### config.mk
export PLATFORM = sky130hd
export DESIGN_NAME = rect_raster_engine_flat
export DESIGN_NICKNAME = d
export VERILOG_FILES = /design/src/rtl/rect_raster_engine_pkg.sv /design/src/rtl/rect_raster_engine_if.sv /design/src/rtl/rect_span_mask.sv /design/src/rtl/rect_raster_engine.sv /design/src/flat_wrapper.sv
export SDC_FILE = /design/constraint.sdc
export NUM_CORES = 1
export LEC_CHECK = 0
export CAP_MARGIN = 20
export CORE_ASPECT_RATIO = 1.5
export CORE_MARGIN = 2
export CORE_UTILIZATION = 40
export DETAILED_ROUTE_END_ITERATION = 12
export DONT_BUFFER_PORTS = 1
export MAX_ROUTING_LAYER = met4
export PLACE_DENSITY = 0.63
export SYNTH_ARGS = -nofsm -noshare
export SYNTH_HDL_FRONTEND = slang
export SYNTH_SLANG_ARGS = --single-unit
### constraint.sdc
create_clock -name clk -period 6.41 [get_ports clk]
set_input_delay 1.282 -clock clk [delete_from_list [all_inputs] [get_ports clk]]
set_output_delay 1.282 -clock clk [all_outputs]
set_load 0.02 [all_outputs]
### src/rtl/rect_raster_engine_pkg.sv
// Shared types, command layout and colour packing for the rectangle raster engine.
package rect_pkg;

  localparam logic MODE_FILL    = 1'b0;
  localparam logic MODE_OUTLINE = 1'b1;

  typedef enum logic [1:0] {
    RECV = 2'd0,
    CALC = 2'd1,
    EMIT = 2'd2,
    DONE = 2'd3
  } state_t;

  // Byte positions within the 12-byte draw command.
  localparam logic [3:0] IDX_MODE = 4'd0;
  localparam logic [3:0] IDX_X_HI = 4'd1;
  localparam logic [3:0] IDX_X_LO = 4'd2;
  localparam logic [3:0] IDX_Y_HI = 4'd3;
  localparam logic [3:0] IDX_Y_LO = 4'd4;
  localparam logic [3:0] IDX_W_HI = 4'd5;
  localparam logic [3:0] IDX_W_LO = 4'd6;
  localparam logic [3:0] IDX_H_HI = 4'd7;
  localparam logic [3:0] IDX_H_LO = 4'd8;
  localparam logic [3:0] IDX_R    = 4'd9;
  localparam logic [3:0] IDX_G    = 4'd10;
  localparam logic [3:0] IDX_B    = 4'd11;

  // Packs one pixel and replicates it across all lanes of a 32-bit word.
  function automatic logic [31:0] pack_color(input int bpp, input logic [7:0] r,
                                             input logic [7:0] g, input logic [7:0] b);
    case (bpp)
      8:       return {4{r[7:5], g[7:5], b[7:6]}};
      16:      return {2{r[7:3], g[7:2], b[7:3]}};
      default: return {8'h00, r, g, b};
    endcase
  endfunction

endpackage

### src/rtl/rect_raster_engine_if.sv
// Command byte stream and arbiter write port of the rectangle raster engine.
interface rect_cmd_if;
  logic [7:0] cmd_in_data;
  logic       cmd_in_rts;
  logic       cmd_out_rtr;

  modport master (output cmd_in_data, output cmd_in_rts, input cmd_out_rtr);
  modport slave  (input cmd_in_data, input cmd_in_rts, output cmd_out_rtr);
endinterface

interface rect_arb_if #(
  parameter int ADDR_W = 16
);
  logic [31:0]       arb_out_data;
  logic [ADDR_W-1:0] arb_out_addr;
  logic [3:0]        arb_out_wben;
  logic              arb_out_rts;
  logic              arb_in_rtr;
  logic              arb_out_op;

  modport master (output arb_out_data, output arb_out_addr, output arb_out_wben,
                  output arb_out_rts, input arb_in_rtr, output arb_out_op);
  modport slave  (input arb_out_data, input arb_out_addr, input arb_out_wben,
                  input arb_out_rts, output arb_in_rtr, input arb_out_op);
endinterface

### src/rtl/rect_span_mask.sv
// Byte-enable mask for one framebuffer word given a half-open linear pixel span.
module rect_span_mask #(
  parameter int BPP    = 8,
  parameter int ADDR_W = 16,
  parameter int LIN_W  = 18
) (
  input  logic [ADDR_W-1:0] word_idx,
  input  logic [LIN_W-1:0]  span_start,
  input  logic [LIN_W-1:0]  span_end,
  output logic [3:0]        wben
);

  localparam int BYTES_PP = BPP / 8;
  localparam int SH       = $clog2(32 / BPP);

  genvar gi;
  generate
    for (gi = 0; gi < 4; gi++) begin : g_byte
      localparam int LANE = gi / BYTES_PP;
      logic [LIN_W-1:0] pix;
      assign pix      = (LIN_W'(word_idx) << SH) | LIN_W'(LANE);
      assign wben[gi] = (pix >= span_start) && (pix < span_end);
    end
  endgenerate

endmodule

### src/rtl/rect_raster_engine.sv
// Receives a draw command, clips it to the framebuffer and streams word-merged
// byte-enabled writes for a solid fill or a one-pixel outline.
module rect_raster_engine #(
  parameter int FB_W      = 320,
  parameter int FB_H      = 240,
  parameter int BPP       = 8,
  parameter int BASE_ADDR = 0,
  parameter int ADDR_W    = 16
) (
  input  logic       clk,
  input  logic       rst,
  rect_cmd_if.slave  cmd,
  rect_arb_if.master arb,
  output logic       draw_done
);
  import rect_pkg::*;

  localparam int PPW   = 32 / BPP;
  localparam int SH    = $clog2(PPW);
  localparam int LIN_W = ADDR_W + SH;

  state_t            state_reg, state_next;
  logic [3:0]        cnt_reg;
  logic              mode_reg;
  logic [15:0]       x_reg, y_reg, w_reg, h_reg;
  logic [7:0]        r_reg, g_reg, b_reg;
  logic              calc_step_reg;
  logic              drain_reg;
  logic              empty_reg;
  logic [16:0]       xe_reg, ye_reg, row_reg;
  logic [LIN_W-1:0]  row_base_reg;
  logic [ADDR_W-1:0] cur_word_reg;
  logic [31:0]       color_reg;

  logic              cmd_xfer, arb_xfer, emit_active;
  logic [16:0]       x_plus_w, y_plus_h, xe_calc, ye_calc;
  logic              empty_calc;
  logic              edge_row, right_in, has_sec;
  logic              row_is_last, word_is_last;
  logic [LIN_W-1:0]  lin_left, lin_right, lin_end, lin_last;
  logic [LIN_W-1:0]  span0_end, span1_end;
  logic [ADDR_W-1:0] word_first, word_right, word_last, next_word_first;
  logic [3:0]        mask0, mask1;

  assign cmd_xfer    = (state_reg == RECV) && cmd.cmd_in_rts;
  assign emit_active = (state_reg == EMIT) && !drain_reg;
  assign arb_xfer    = emit_active && arb.arb_in_rtr;

  assign x_plus_w   = {1'b0, x_reg} + {1'b0, w_reg};
  assign y_plus_h   = {1'b0, y_reg} + {1'b0, h_reg};
  assign xe_calc    = (x_plus_w > 17'(FB_W)) ? 17'(FB_W) : x_plus_w;
  assign ye_calc    = (y_plus_h > 17'(FB_H)) ? 17'(FB_H) : y_plus_h;
  assign empty_calc = (w_reg == 16'd0) || (h_reg == 16'd0) ||
                      (x_reg >= 16'(FB_W)) || (y_reg >= 16'(FB_H));

  // Top and (unclipped) bottom rows of an outline are drawn like fill rows.
  assign edge_row = (mode_reg == MODE_FILL) || (row_reg == {1'b0, y_reg}) ||
                    (row_reg + 17'd1 == y_plus_h);
  assign right_in = (x_plus_w <= 17'(FB_W));
  assign has_sec  = !edge_row && right_in;

  assign lin_left  = row_base_reg + LIN_W'(x_reg);
  assign lin_right = lin_left + LIN_W'(w_reg) - LIN_W'(1);
  assign lin_end   = row_base_reg + LIN_W'(xe_reg);
  assign span0_end = edge_row ? lin_end : lin_left + LIN_W'(1);
  assign span1_end = has_sec ? lin_right + LIN_W'(1) : lin_right;
  assign lin_last  = edge_row ? lin_end - LIN_W'(1) : (has_sec ? lin_right : lin_left);

  assign word_first      = ADDR_W'(lin_left >> SH);
  assign word_right      = ADDR_W'(lin_right >> SH);
  assign word_last       = ADDR_W'(lin_last >> SH);
  assign next_word_first = ADDR_W'((lin_left + LIN_W'(FB_W)) >> SH);

  assign row_is_last  = (row_reg + 17'd1 == ye_reg);
  assign word_is_last = (cur_word_reg == word_last);

  rect_span_mask #(.BPP(BPP), .ADDR_W(ADDR_W), .LIN_W(LIN_W)) u_mask_main (
    .word_idx  (cur_word_reg),
    .span_start(lin_left),
    .span_end  (span0_end),
    .wben      (mask0)
  );

  // Right-hand outline pixel; collapses to an empty span when not present.
  rect_span_mask #(.BPP(BPP), .ADDR_W(ADDR_W), .LIN_W(LIN_W)) u_mask_right (
    .word_idx  (cur_word_reg),
    .span_start(lin_right),
    .span_end  (span1_end),
    .wben      (mask1)
  );

  always_ff @(posedge clk) begin
    if (rst) begin
      state_reg <= RECV;
    end else begin
      state_reg <= state_next;
    end
  end

  always_comb begin
    state_next = state_reg;
    case (state_reg)
      RECV: if (cmd_xfer && (cnt_reg == IDX_B)) state_next = CALC;
      CALC: if (calc_step_reg) state_next = empty_reg ? DONE : EMIT;
      EMIT: if (drain_reg) state_next = DONE;
      DONE: state_next = RECV;
      default: state_next = RECV;
    endcase
  end

  always_ff @(posedge clk) begin
    if (rst) begin
      cnt_reg       <= 4'd0;
      mode_reg      <= 1'b0;
      x_reg         <= 16'd0;
      y_reg         <= 16'd0;
      w_reg         <= 16'd0;
      h_reg         <= 16'd0;
      r_reg         <= 8'd0;
      g_reg         <= 8'd0;
      b_reg         <= 8'd0;
      calc_step_reg <= 1'b0;
      drain_reg     <= 1'b0;
      empty_reg     <= 1'b0;
      xe_reg        <= 17'd0;
      ye_reg        <= 17'd0;
      row_reg       <= 17'd0;
      row_base_reg  <= '0;
      cur_word_reg  <= '0;
      color_reg     <= 32'd0;
    end else begin
      case (state_reg)
        RECV: begin
          if (cmd_xfer) begin
            cnt_reg <= (cnt_reg == IDX_B) ? 4'd0 : cnt_reg + 4'd1;
            case (cnt_reg)
              IDX_MODE: mode_reg     <= cmd.cmd_in_data[0];
              IDX_X_HI: x_reg[15:8]  <= cmd.cmd_in_data;
              IDX_X_LO: x_reg[7:0]   <= cmd.cmd_in_data;
              IDX_Y_HI: y_reg[15:8]  <= cmd.cmd_in_data;
              IDX_Y_LO: y_reg[7:0]   <= cmd.cmd_in_data;
              IDX_W_HI: w_reg[15:8]  <= cmd.cmd_in_data;
              IDX_W_LO: w_reg[7:0]   <= cmd.cmd_in_data;
              IDX_H_HI: h_reg[15:8]  <= cmd.cmd_in_data;
              IDX_H_LO: h_reg[7:0]   <= cmd.cmd_in_data;
              IDX_R:    r_reg        <= cmd.cmd_in_data;
              IDX_G:    g_reg        <= cmd.cmd_in_data;
              IDX_B:    b_reg        <= cmd.cmd_in_data;
              default: ;
            endcase
          end
        end
        CALC: begin
          if (!calc_step_reg) begin
            xe_reg        <= xe_calc;
            ye_reg        <= ye_calc;
            empty_reg     <= empty_calc;
            row_reg       <= {1'b0, y_reg};
            row_base_reg  <= LIN_W'(y_reg) * LIN_W'(FB_W);
            color_reg     <= pack_color(BPP, r_reg, g_reg, b_reg);
            calc_step_reg <= 1'b1;
          end else begin
            calc_step_reg <= 1'b0;
            cur_word_reg  <= word_first;
            drain_reg     <= 1'b0;
          end
        end
        EMIT: begin
          if (arb_xfer) begin
            if (word_is_last) begin
              if (row_is_last) begin
                drain_reg <= 1'b1;
              end else begin
                row_reg      <= row_reg + 17'd1;
                row_base_reg <= row_base_reg + LIN_W'(FB_W);
                cur_word_reg <= next_word_first;
              end
            end else begin
              // Interior outline rows jump straight to the right-hand pixel's word.
              cur_word_reg <= has_sec ? word_right : cur_word_reg + ADDR_W'(1);
            end
          end else if (drain_reg) begin
            drain_reg <= 1'b0;
          end
        end
        default: ;
      endcase
    end
  end

  assign cmd.cmd_out_rtr  = (state_reg == RECV);
  assign arb.arb_out_rts  = emit_active;
  assign arb.arb_out_op   = emit_active;
  assign arb.arb_out_addr = emit_active ? ADDR_W'(BASE_ADDR) + cur_word_reg : '0;
  assign arb.arb_out_data = emit_active ? color_reg : 32'd0;
  assign arb.arb_out_wben = emit_active ? (mask0 | mask1) : 4'd0;
  assign draw_done        = (state_reg == DONE);

endmodule

### src/flat_wrapper.sv
// flat-port wrapper written by rule: the top's interface ports become plain ports
module rect_raster_engine_flat import rect_pkg::*;
#(
  parameter int FB_W      = 320,
  parameter int FB_H      = 240,
  parameter int BPP       = 8,
  parameter int BASE_ADDR = 0,
  parameter int ADDR_W    = 16
)
  (clk, rst, draw_done, cmd_cmd_in_data, cmd_cmd_in_rts, cmd_cmd_out_rtr, arb_arb_out_data, arb_arb_out_addr, arb_arb_out_wben, arb_arb_out_rts, arb_arb_in_rtr, arb_arb_out_op);
  rect_cmd_if cmd_i ();
  rect_arb_if #(.ADDR_W(ADDR_W)) arb_i ();
  input  logic clk;
  input  logic rst;
  output logic draw_done;
  input wire logic [$bits(cmd_i.cmd_in_data)-1:0] cmd_cmd_in_data;
  input wire logic [$bits(cmd_i.cmd_in_rts)-1:0] cmd_cmd_in_rts;
  output wire logic [$bits(cmd_i.cmd_out_rtr)-1:0] cmd_cmd_out_rtr;
  output wire logic [$bits(arb_i.arb_out_data)-1:0] arb_arb_out_data;
  output wire logic [$bits(arb_i.arb_out_addr)-1:0] arb_arb_out_addr;
  output wire logic [$bits(arb_i.arb_out_wben)-1:0] arb_arb_out_wben;
  output wire logic [$bits(arb_i.arb_out_rts)-1:0] arb_arb_out_rts;
  input wire logic [$bits(arb_i.arb_in_rtr)-1:0] arb_arb_in_rtr;
  output wire logic [$bits(arb_i.arb_out_op)-1:0] arb_arb_out_op;
  assign cmd_i.cmd_in_data = cmd_cmd_in_data;
  assign cmd_i.cmd_in_rts = cmd_cmd_in_rts;
  assign cmd_cmd_out_rtr = cmd_i.cmd_out_rtr;
  assign arb_arb_out_data = arb_i.arb_out_data;
  assign arb_arb_out_addr = arb_i.arb_out_addr;
  assign arb_arb_out_wben = arb_i.arb_out_wben;
  assign arb_arb_out_rts = arb_i.arb_out_rts;
  assign arb_i.arb_in_rtr = arb_arb_in_rtr;
  assign arb_arb_out_op = arb_i.arb_out_op;
  rect_raster_engine #(.FB_W(FB_W), .FB_H(FB_H), .BPP(BPP), .BASE_ADDR(BASE_ADDR), .ADDR_W(ADDR_W)) u_core (.clk(clk), .rst(rst), .cmd(cmd_i), .arb(arb_i), .draw_done(draw_done));
endmodule
Yosys cells after proc, flatten, opt, wreduce, memory -nomap -nowiden
Cells that the tools add are included.
- register bits: 215
- input bits: 12
- output and inout port bits: 56
- word-level logic and storage cells: 170
- add/subtract/negate cells: 14
- $mul: 1
- magnitude comparators: 21
- eq/ne operators: 28
- mux-type cells: 37
- bitwise gates (word level): 3
- reduce and logical (&&, ||, !) cells: 43
- operators with widths (kind ; count):
    $ge A18 B18 Y1 ; 8
    $lt A18 B18 Y1 ; 8
    $mux W18 ; 8
    $mux W17 ; 6
    $mux W16 ; 6
    $reduce_and A3 Y1 ; 13
    $add A18 B1 Y18 const B ; 2
    $add A18 B16 Y18 ; 2
    $add A18 B9 Y18 const B ; 2
    $pmux W18 S2 ; 1
    $sub A18 B1 Y18 const B ; 2
    $add A16 B16 Y17 ; 2
    $eq A17 B17 Y1 ; 2
    $pmux W17 S2 ; 1
    $logic_not A16 Y1 ; 2
    $mux W32 ; 1
    $pmux W16 S2 ; 1
    $add A18 B17 Y18 ; 1
    $add A17 B1 Y17 const B ; 1
    $eq A17 B16 Y1 ; 1
    $gt A17 B8 Y1 const B ; 1
    $gt A17 B9 Y1 const B ; 1
    $le A17 B9 Y1 const B ; 1
    $add A16 B1 Y16 const B ; 1
    30 further kinds ; 73

Longest topological paths before layout
- depth after elaboration: 11
- mapped depth: 32
- depth with buffers taken out: 32

By module
Synthesis repeated with hierarchy kept, for this count alone.
- cell total of the unflattened synthesis: 2190
- area, all modules: 16707.3 um^2
- modules (own cells, without submodules) (module ; instances ; cells an instance ; area an instance (um^2) ; seq. area each (um^2)):
    rect_raster_engine ; 1 ; 1920 ; 14802.9 ; 3383.2
    rect_span_mask ; 2 ; 135 ; 952.2 ; 0.0

Least setup slack after synthesis
OpenSTA, ideal clock, no wires.
- path type: register -> output
- start: reg u_core.row_base_reg[7]
- end: out arb_arb_out_wben[0]
- arrival time: 5.933 ns
- required time: 5.128 ns
- path slack: -0.805 ns
- stages on the path, launching flop included: 29
- buffers on the path: 1
- cells stage by stage: dfxtp_1 ha_1 a21oi_1 o21ai_0 a21o_1 a211o_1 nand2b_1 clkbuf_1 xor2_1 ha_1 nand2_1 nor2_1 nand3_1 o21ai_0 xnor2_1 or2_2 or3_1 nor2_1 xor2_1 ha_1 nor2b_1 o21ai_0 nand2b_1 a221o_1 a21o_1 a21oi_1 a2bb2oi_1 a21oi_1 nor2_1
- longest elaborated chain between the ends: 9
- elaborated cells between the ends (all ways): 16
- classes of those cells: add/sub (6); order compare (4); mux (3); bitwise (1); reduce/logical (2)
- ends and longest elaborated chain (item ; RTL line ; RTL):
    start, declared ; rect_raster_engine.sv:31 ; logic [LIN_W-1:0] row_base_reg;
    start signal, assigned ; rect_raster_engine.sv:159 ; row_base_reg <= LIN_W'(y_reg) * LIN_W'(FB_W);
    start signal, assigned ; rect_raster_engine.sv:175 ; row_base_reg <= row_base_reg + LIN_W'(FB_W);
    $add A18 B16 Y18 ; rect_raster_engine.sv:62 ; assign lin_left = row_base_reg + LIN_W'(x_reg);
    $add A18 B16 Y18 ; rect_raster_engine.sv:63 ; assign lin_right = lin_left + LIN_W'(w_reg) - LIN_W'(1);
    $sub A18 B1 Y18 ; rect_raster_engine.sv:63 ;
    $add A18 B1 Y18 ; rect_raster_engine.sv:66 ; assign span1_end = has_sec ? lin_right + LIN_W'(1) : lin_right;
    $mux W18 ; rect_raster_engine.sv:66 ;
    $lt A18 B18 Y1 ; rect_span_mask.sv:22 ; assign wben[gi] = (pix >= span_start) && (pix < span_end);
    $logic_and A1 B1 Y1 ; rect_span_mask.sv:22 ;
    $or A4 B4 Y4 * ; rect_raster_engine.sv:196 ; assign arb.arb_out_wben = emit_active ? (mask0 | mask1) : 4'd0;
    $mux W4 * ; rect_raster_engine.sv:196 ;
    end, declared ; flat_wrapper.sv:21 ; output wire logic [$bits(arb_i.arb_out_wben)-1:0] arb_arb_out_wben;
Mark *: on every way between the ends. The rest lies on a longest branch, timed or not.

Final worst setup path
- start: reg u_core.y_reg[0]
- end: out arb_arb_out_wben[0]
- longest elaborated chain between the ends: 10
- elaborated cells between the ends (all ways): 15
- classes of those cells: add/sub (1); order compare (2); eq/ne (2); mux (3); bitwise (1); reduce/logical (6)
- ends and longest elaborated chain (item ; RTL line ; RTL):
    start, declared ; rect_raster_engine.sv:25 ; logic [15:0] x_reg, y_reg, w_reg, h_reg;
    start signal, assigned ; rect_raster_engine.sv:141 ; IDX_Y_LO: y_reg[7:0] <= cmd.cmd_in_data;
    $add A16 B16 Y17 or $eq A17 B16 Y1 (tied branches) ; rect_raster_engine.sv:50, rect_raster_engine.sv:57 ;
    $eq A17 B17 Y1 or $logic_or A1 B1 Y1 (tied branches) ; rect_raster_engine.sv:58, rect_raster_engine.sv:57 ;
    $logic_or A1 B1 Y1 * ; rect_raster_engine.sv:57 ; assign edge_row = (mode_reg == MODE_FILL) || (row_reg == {1'b0, y_reg}) ||
    $logic_not A1 Y1 ; rect_raster_engine.sv:60 ; assign has_sec = !edge_row && right_in;
    $logic_and A1 B1 Y1 ; rect_raster_engine.sv:60 ;
    $mux W18 ; rect_raster_engine.sv:66 ;
    $lt A18 B18 Y1 ; rect_span_mask.sv:22 ;
    $logic_and A1 B1 Y1 ; rect_span_mask.sv:22 ;
    $or A4 B4 Y4 * ; rect_raster_engine.sv:196 ;
    $mux W4 * ; rect_raster_engine.sv:196 ;
Marks and branches as above.

==> impl_metrics.py <==
metrics = {
    "detailed_routing": {
        "antenna_left": 0,
        "dr.pass1.iters": 5,
        "wirelength_microns": 63000,
        "drtIter0Drc": 1043,
        "avgRoutedWirePerCell_microns": 21.0,
        "vias": 17100,
        "viasPerCell": 5.73,
        "drc": 0,
    },
    "cells_and_area": {
        "nets": 2612,
        "area_growth_pct": 22.3,
        "post-route-util_pct": 49.4,
        "final_cell_mix": "357 x buf_4, 229 x nor2_1, 172 x ha_1",
        "diodes": 0,
        "final_cells": 2995,
        "layout-drive-gt1-share_pct": 20.2,
        "final_common_cell": "buf_4",
        "multiInputGateArea_sq_um": 12900,
        "ff_latch_area_sq_um": 3390,
        "fill_cells": 4169,
    },
    "setup_path": {
        "startpoint_type": "flop",
        "path_class": "flop to primary output",
        "r2r_start": "u_core.y_reg[0]",
        "reg2reg_depth": 20,
        "reg2reg_to": "u_core.cur_word_reg[3]",
        "cp_max_fo": 4,
        "arrival_ns": 5.81,
        "ff2ff_setup_slack_ns": 0.60,
        "required_ns": 5.13,
        "end_kind": "primary output",
    },
    "synthesis": {
        "synth-seq-cells": 169,
        "yosysWarnings": 0,
        "synth_edf_count": 0,
        "netlist_instances": 2174,
        "async_reset_ff_share_pct": 0,
        "ys_types": 98,
        "syn-num-nets": 2368,
        "synth-seq-area-share_pct": 20.0,
        "avgSynthCellArea_sq_um": 7.78,
        "syn_area_sq_um": 16900,
        "ys.flop_type": "dfxtp_1",
    },
    "clock_tree": {
        "clk_latency_ns": 0.46,
        "clk_pin_slew_ns": 0.08,
        "cts_tree": "built",
        "cts_buffers": 17,
        "htreeDepth": 4,
        "clock_sinks": 169,
        "ctsHoldBuffers": 0,
        "cts_max_path_buffers": 2,
        "root_buffer": "clkbuf_16",
    },
    "sta": {
        "maxSlewViolCount": 0,
        "finalSetupViolCount": 4,
        "layout_min_cycle_time_ns": 7.09,
        "max-slew-margin-rel_pct": 29.5,
        "fin_tns_setup_ns": -2.34,
        "fmax_mhz": 141,
        "setup_ws_ns": -0.683,
        "skew_ns": 0.0113,
        "rsz0062_at_grt": "true",
        "hold_viol": 0,
        "period_share_pct": 111,
        "worst_slew_pin_slew_ns": 1.05,
    },
    "hold_path": {
        "hold_path_end": "u_core.color_reg[24]",
        "hold_start": "u_core.color_reg[24]",
        "holdPathStages": 2,
        "hp-class": "flop to flop",
    },
    "placed_design": {
        "place_hpwl_microns": 50000,
        "portBuffers": 0,
        "placed_cells": 2957,
        "gp_congestion": 0.999,
    },
    "pwr": {
        "leakage_nw": 9.36,
        "report.power.total_mw": 6.74,
        "vdd_ir_drop_max_v": 0.000235,
        "p_per_area_nw_per_um2": 325,
    },
    "floorplanning": {
        "initial_core_util_pct": 40.4,
        "fp.dieW_microns": 172,
        "fp.coreArea_sq_um": 41900,
        "fp-row-count": 92,
        "die_h_microns": 256,
        "boundaryPins": 68,
        "dieArea_sq_um": 44000,
    },
    "global_route": {
        "grt_util_all_layers_pct": 29.7,
        "overflow": 0,
        "grt_pass1_vias": 17600,
        "grt_pass1_wl_microns": 97300,
        "grt_max_degree": 135,
        "grt_antenna_before_repair": 0,
    },
    "outcome": {
        "outcome": "finished, violations left",
        "violations": "negative setup slack",
    },
    "flow_run": {
        "drv_cap": 0,
    },
}
-- worst max path at each step --
stage	start	endpoint	slack, ns	cells past startpoint
4_1_cts	u_core.y_reg[0]	arb_arb_out_wben[0]	-0.69	27
3_5_place_dp	u_core.y_reg[0]	arb_arb_out_wben[0]	-0.31	28
2_1_floorplan	u_core.y_reg[0]	arb_arb_out_wben[0]	-0.10	29
6_report	u_core.y_reg[0]	arb_arb_out_wben[0]	-0.68	27
3_3_place_gp	u_core.y_reg[0]	arb_arb_out_wben[0]	-0.32	28
5_1_grt	u_core.y_reg[0]	arb_arb_out_wben[0]	-1.02	27
-- worst max-delay path, cell delays in order (launching register included) --
cell       delay, ns
dfxtp_2         0.34
ha_4            0.16
fa_2            0.34
a21o_1          0.21
a311oi_2        0.28
o21ai_2         0.12
o21a_1          0.22
mux2_2          0.28
o221a_1         0.29
a31o_4          0.27
nor3_4          0.21
nand3_2         0.13
nor3_2          0.19
xor2_1          0.17
ha_1            0.26
nor2b_1         0.14
o21ai_1         0.12
nand2b_1        0.07
a21oi_1         0.14
nor2b_1         0.06
o21ai_1         0.12
nand2b_1        0.07
a221o_1         0.33
a21o_1          0.19
a21oi_2         0.15
a2bb2oi_2       0.16
a21oi_1         0.07
nor2_2          0.26
-- timing repair --
action / in CTS / in global routing
pin swaps: 9 / 12
setup endpoints to repair: 4 / 4
buffers inserted: 3 / 3
resized for setup: 22 / 18
-- layer usage --
layer  vias up  GRT usage, %  wire [microns]
met4         0          25.4            6460
met5         -             -               0
li1       8264             -               -
met2       517          52.3           32000
met1      8088          28.6           22300
met3       280          3.11            2260
-- logic make-up after synthesis --
family / after synthesis / synth area share [%]
and+or+nand+nor: 745 / 21.8
adders and majority gates: 185 / 13.8
other: 1 / 0.0222
AOI/OAI and AO/OA: 511 / 20.1
muxes: 117 / 6.96
buffers and inverters: 235 / 5.97
xor gates and xnor gates: 211 / 11.3
DFF: 169 / 20.0
-- through the flow --
stage | hold slack (ns) | setup WS [ns] | cell area [sq um]
after floorplan | 0.428 | -0.100 | 17100
after global placement | 0.440 | -0.319 | 19900
after detailed placement | 0.445 | -0.313 | 19900
after CTS | 0.455 | -0.692 | 20600
after global routing | 0.474 | -1.02 | 20700
final | 0.453 | -0.683 | 20700
-- synthesized netlist by cell type, types with 33 or more instances --
cell type,count,area (sq um)
nor3_1,63,315
nand4_1,33,206
a21o_1,39,293
and3_1,43,269
inv_1,100,375
xor2_1,78,683
clkbuf_1,79,297
nand3_1,61,305
a21oi_1,160,801
nand2_1,147,552
nor2_1,235,882
mux2i_1,111,1110
dfxtp_1,169,3380
o21ai_0,91,455
xnor2_1,128,1120
ha_1,178,2230
-- cell type report --
| cell class | count | share of cell area (%) |
|---|---|---|
| well taps | 564 | 3.41 |
| repair buffers | 360 | 13.2 |
| multi-input cells | 1770 | 62.4 |
| flip-flops and latches | 169 | 16.4 |
| clock buffers | 18 | 2.12 |
| inverters | 100 | 1.81 |
| clock inverters | 14 | 0.695 |
-- report_power, final --
group          leakage (nW)  internal (mW)  switching [mW]
Clock                 0.293          0.563           0.525
Combinational          7.70           1.92            2.45
Sequential             1.37           1.12           0.155
Total                  9.36           3.60            3.13
Power figures use the tool's default switching activity.
